<file path="config.mk">
export PLATFORM = sky130hd
export DESIGN_NAME = clk_div3_flat
export DESIGN_NICKNAME = d
export VERILOG_FILES = /design/src/rtl/clk_div_pkg.sv /design/src/rtl/clk_div3_if.sv /design/src/rtl/clk_div_counter.sv /design/src/rtl/clk_div3.sv /design/src/flat_wrapper.sv
export SDC_FILE = /design/constraint.sdc
export NUM_CORES = 1
export LEC_CHECK = 0
export CAP_MARGIN = 20
export CORE_AREA = 2 2 39 41
export DETAILED_ROUTE_END_ITERATION = 8
export DIE_AREA = 0 0 41 43
export PLACE_DENSITY_LB_ADDON = 0.08
export SETUP_SLACK_MARGIN = 0.05
export SKIP_CTS_REPAIR_TIMING = 1
export SLEW_MARGIN = 20
export SYNTH_ARGS = -nofsm -noshare
export SYNTH_HDL_FRONTEND = slang
export SYNTH_HIERARCHICAL = 1
export SYNTH_SLANG_ARGS = --single-unit
</file>
<file path="constraint.sdc">
create_clock -name clock_in -period 2 [get_ports clock_in]
set_input_delay 0.2 -clock clock_in [delete_from_list [all_inputs] [get_ports clock_in]]
set_output_delay 0.2 -clock clock_in [all_outputs]
set_load 0.01 [all_outputs]
</file>
<file path="src/rtl/clk_div_pkg.sv">
// Shared constants and helpers for the integer clock dividers.
package clk_div_pkg;

  localparam int unsigned DIV_MIN = 2;
  localparam int unsigned DIV_MAX = 256;

  // Number of input cycles the divided clock spends high in the base build.
  function automatic int unsigned high_cycles(input int unsigned div);
    return (div / 2 < 1) ? 1 : div / 2;
  endfunction

endpackage

</file>
<file path="src/rtl/clk_div3_if.sv">
// Enable/output bundle of the divide-by-DIV clock generator.
interface clk_div3_if;

  logic enable;
  logic clock_out;
  logic tick_out;

  modport master (
    output enable,
    input  clock_out,
    input  tick_out
  );

  modport slave (
    input  enable,
    output clock_out,
    output tick_out
  );

endinterface

</file>
<file path="src/rtl/clk_div_counter.sv">
// Modulo-DIV up-counter with enable, synchronous reset to DIV-1 and terminal count.
module clk_div_counter #(
  parameter  int unsigned DIV = 3,
  localparam int unsigned CW  = $clog2(DIV)
) (
  input  logic          clk,
  input  logic          rst,
  input  logic          en,
  output logic [CW-1:0] count_nxt,
  output logic          tc
);

  localparam logic [CW-1:0] LAST = CW'(DIV - 1);

  logic [CW-1:0] count;

  // Any encoding at or above LAST folds back to zero on the next enabled edge.
  always_comb begin
    tc        = (count == LAST);
    count_nxt = (count >= LAST) ? '0 : count + 1'b1;
  end

  always_ff @(posedge clk) begin
    if (rst) begin
      count <= LAST;
    end else if (en) begin
      count <= count_nxt;
    end
  end

endmodule

</file>
<file path="src/rtl/clk_div3.sv">
// Divide-by-DIV clock generator with terminal-count strobe.
// Define CLK_DIV3_DUTY50_EN to add a falling-edge stage giving 50 % duty for odd DIV.
module clk_div3
  import clk_div_pkg::*;
#(
  parameter int unsigned DIV = 3
) (
  input  logic       clock_in,
  input  logic       reset,
  clk_div3_if.slave  bus
);

  localparam int unsigned   CW     = $clog2(DIV);
  localparam int unsigned   HIGH   = high_cycles(DIV);
  localparam logic [CW-1:0] HIGH_C = CW'(HIGH);

  if (DIV < DIV_MIN || DIV > DIV_MAX) begin : g_bad_div
    $error("clk_div3: DIV=%0d outside legal range %0d..%0d", DIV, DIV_MIN, DIV_MAX);
  end

  logic [CW-1:0] count_nxt;
  logic          tc;
  logic          out_q;

  clk_div_counter #(
    .DIV (DIV)
  ) u_counter (
    .clk       (clock_in),
    .rst       (reset),
    .en        (bus.enable),
    .count_nxt (count_nxt),
    .tc        (tc)
  );

  // Decoding the next count keeps out_q aligned with count without output glitches.
  always_ff @(posedge clock_in) begin
    if (reset) begin
      out_q <= 1'b0;
    end else if (bus.enable) begin
      out_q <= (count_nxt < HIGH_C);
    end
  end

`ifdef CLK_DIV3_DUTY50_EN
  if (DIV % 2 == 1) begin : g_duty50
    logic neg_q;

    // Stretches the high phase by half an input cycle.
    always_ff @(negedge clock_in) begin
      if (reset) begin
        neg_q <= 1'b0;
      end else begin
        neg_q <= out_q;
      end
    end

    assign bus.clock_out = out_q | neg_q;
  end else begin : g_even
    assign bus.clock_out = out_q;
  end
`else
  assign bus.clock_out = out_q;
`endif

  assign bus.tick_out = bus.enable & ~reset & tc;

endmodule

</file>
<file path="src/flat_wrapper.sv">
// flat-port wrapper written by rule: the top's interface ports become plain ports
module clk_div3_flat import clk_div_pkg::*;
#(
  parameter int unsigned DIV = 3
)
  (clock_in, reset, bus_enable, bus_clock_out, bus_tick_out);
  clk_div3_if bus_i ();
  input  logic clock_in;
  input  logic reset;
  input wire logic [$bits(bus_i.enable)-1:0] bus_enable;
  output wire logic [$bits(bus_i.clock_out)-1:0] bus_clock_out;
  output wire logic [$bits(bus_i.tick_out)-1:0] bus_tick_out;
  assign bus_i.enable = bus_enable;
  assign bus_clock_out = bus_i.clock_out;
  assign bus_tick_out = bus_i.tick_out;
  clk_div3 #(.DIV(DIV)) u_core (.clock_in(clock_in), .reset(reset), .bus(bus_i));
endmodule
</file>
==> results.txt <==
----------------------------------------------------
[Min path]
  Hold Path Stages ... 2
  Worst hold-check path type ... reg2reg
  Worst hold start ... u_core/bus.clock_out$_SDFFE_PP0P_
  WHS Endpoint ... u_core/bus.clock_out$_SDFFE_PP0P_

[Critical path]
  Required time of the critical path ... 1.80 ns
  Kind of critical path ... in2out
  Buf/Inv on CP ... 2
  Register-to-Register Path Depth ... 3
  Top delay family on crit path ... buffers and inverters
  Crit path cell chain ... clkdlybuf4s50_1 > and3b_2 > clkdlybuf4s50_1
  Type of origin of the critical path ... primary input
  Capturing point of the worst reg2reg path ... u_core/bus.clock_out$_SDFFE_PP0P_
  Launch instance of the worst register-to-register path ... u_core/u_counter/count[1]$_SDFFE_PP1P_
  Worst path slowest cell ... clkdlybuf4s50_1
  Critical path's largest stage delay ... around 0.52 ns
  Most used cell along the critical path ... clkdlybuf4s50_1
  Reg-to-reg setup timing slack ... 0.90 ns
  Crit. End Element ... output port
  Biggest fanout along the worst timing path ... 4
  Critical path data arrival time ... approximately 1.4 ns

[STA]
  Count of endpoints failing setup in the final report ... 0
  Final period util ... a little over 80%
  Pins Over Slew Limit ... 0
  Highest Clock Rate ... 608 MHz
  RSZ-0062 raised after global routing ... false
  Post-route clock skew ... about 0.0022 ns
  Period minus WS final ... between 1.5 and 2 ns
  Headroom to the max-slew limit ... approximately nine tenths
  Worst slew pin tran ... 0.163 ns
  Post-Route Setup TNS ... 0 ns
  Hold Vio Cnt, Final ... 0

[Layout]
  Total inserted antenna cells ... 0
  Final instance count without filler cells ... 41
  Fraction of final layout cells with drive strength greater than 1 ... approximately 28%
  Count of nets after finishing ... 29
  Layout overhead on the synthesized area ... 61.5%
  Final Instance Area ... 246 um2

[Yosys]
  Fraction of the yosys area taken by sequential cells ... about two fifths
  Gate Count Post-Synth ... 16
  Number of flip-flops and latches in the synthesized netlist ... 3
  Post-synthesis average cell area ... approximately 9.5 um2
  Syn Nets ... 19
  Post-synth design cell area ... roughly 150 um2
  Number of different library cells in the post-synthesis netlist ... 11
  Ys Warns ... 6

[Detailed routing]
  Vias per cell ... around 3.4
  DRC ... 0
  Iteration count of the initial detailed-routing pass ... 2
  Antenna-violating nets left ... 0
  Wirelength per Cell ... 7.73 um
  Via count ... 139
  Routed wire length ... roughly 320 um
  First DRT Iteration DRCs ... 2

[Status]
  Run status ... finished, final reports clean

[GRT]
  Antenna violations before repair ... 0
  Number of global-route vias before repair ... around 140
  Grt ovf ... 0
  Global-route wire length before repair ... between 500 and 600 um
  Largest net degree at the start of global routing ... 7
  Overall fraction of global-route tracks in use ... 5.11%

[Clock network]
  Number of buffers created by CTS ... 3
  H-tree depth ... 1
  Sinks on the clock net ... 3
  Buffer levels on the longest clock path ... 2
  Buffer cell driving the clock tree root ... clkbuf_4
  Clock slew at reported path FFs ... about 0.04 ns
  CTS tree ... yes
  Worst skew pair latency ... about 0.23 ns

[Die]
  Overall die height ... ~43 um
  Die Area ... around 1800 um2
  Area of the core ... between 1000 and 1500 um2
  I/O pin cnt ... 5
  Die width ... between 40 and 50 um
  Initial core utilization ... between 10 and 15%
  FP Rows ... 14

[Place]
  GP Congestion ... about 0.65
  Post-place instance area ... about 220 um2
  Buffers added on ports ... 4
  Cell Count Post-Placement ... 37

[Pwr]
  Power Dens Cells ... between 800 and 900 nW/um2
  Leakage power figure ... roughly 0.11 nW
  Worst IR drop on VDD ... ~0.21 mV

[Run]
  Count of maximum capacitance violations ... 0

----------------------------------------------------
==> layer usage <==
metal | up-vias | GRT usage, % | wire (um)
li1 | 74 | - | -
met1 | 62 | 4.14 | 140
met2 | 3 | 5.94 | 148
met3 | 0 | 5.24 | 29
met4 | 0 | 6.00 | 0
met5 | - | 0 | 0
==> synth_stat cells <==
library cell	instances	area (um2)
nor2b_1	1	6.26
a211o_1	1	8.76
and2b_1	1	7.51
nor2_1	1	3.75
dfxtp_1	3	60.1
nand2b_2	1	8.76
a21oi_1	2	10.0
and3b_2	2	20.0
inv_1	1	3.75
or3b_1	2	17.5
nand2b_1	1	6.26
==> power breakdown <==
part / total [mW] / internal, mW / switching, mW
clock network: 0.106 / 0.0748 / 0.0315
logic: 0.0251 / 0.0170 / 0.00808
registers: 0.0684 / 0.0644 / 0.00402
total: 0.200 / 0.156 / 0.0436
==> area by class of cell <==
cell class / instances / area [um2]
fillers: 158 / 1140
inverters: 1 / 3.75
clock buffers: 4 / 26.3
well taps: 16 / 20.0
multi-input cells: 12 / 88.8
flip-flops and latches: 3 / 60.1
repair buffers: 5 / 47.5
==> sequential cells by signal (all words and copies together) (netlist names) <==
register                count
u_core/bus.clock_out        1
u_core/u_counter/count      2
==> layout by cell type, fill, tap and decap left out <==
cell,instances
clkdlybuf4s50_1,4
clkbuf_4,3
or3b_1,2
and3b_2,2
clkbuf_1,1
and2b_1,1
dfxtp_1,3
a21oi_1,2
nand2b_1,1
a211o_1,1
buf_4,1
inv_1,1
nor2b_1,1
nand2b_2,1
nor2_1,1
==> worst max-delay path by stage <==
stage	cells past startpoint	start	slack, ns	end
after global routing	3	u_core/u_counter/count[1]$_SDFFE_PP1P_	0.24	bus_tick_out
after CTS	3	u_core/u_counter/count[1]$_SDFFE_PP1P_	0.34	bus_tick_out
after global placement	3	reset	0.33	bus_tick_out
after detailed placement	3	reset	0.35	bus_tick_out
after floorplan	3	u_core/u_counter/count[1]$_SDFFE_PP1P_	0.95	u_core/bus.clock_out$_SDFFE_PP0P_
final	3	reset	0.36	bus_tick_out
==> worst reg2reg max path: stages (launching register included) <==
cell	delay (ns)
dfxtp_1	0.37
and2b_1	0.20
or3b_1	0.34
a21oi_1	0.13
==> per-stage QoR <==
stage | utilization, % | hold WS, ns | setup WS (ns) | power (mW)
after floorplan | - | 0.269 | 0.952 | 0.0804
after global routing | 17.8 | 0.517 | 0.238 | 0.215
after CTS | 17.8 | 0.472 | 0.340 | 0.206
after global placement | 15.9 | 0.464 | 0.329 | 0.0952
final | 17.8 | 0.466 | 0.356 | 0.200
after detailed placement | 15.9 | 0.468 | 0.350 | 0.0949
==> logic make-up (layout without fill, tap and decap cells) <==
group           Yosys count  after routing  synth area share [%]
flops                     3              3                  39.3
buf+inv                   1             10                  2.46
compound gates            3              3                  12.3
simple gates              9              9                  45.9
Power figures use the tool's default switching activity.
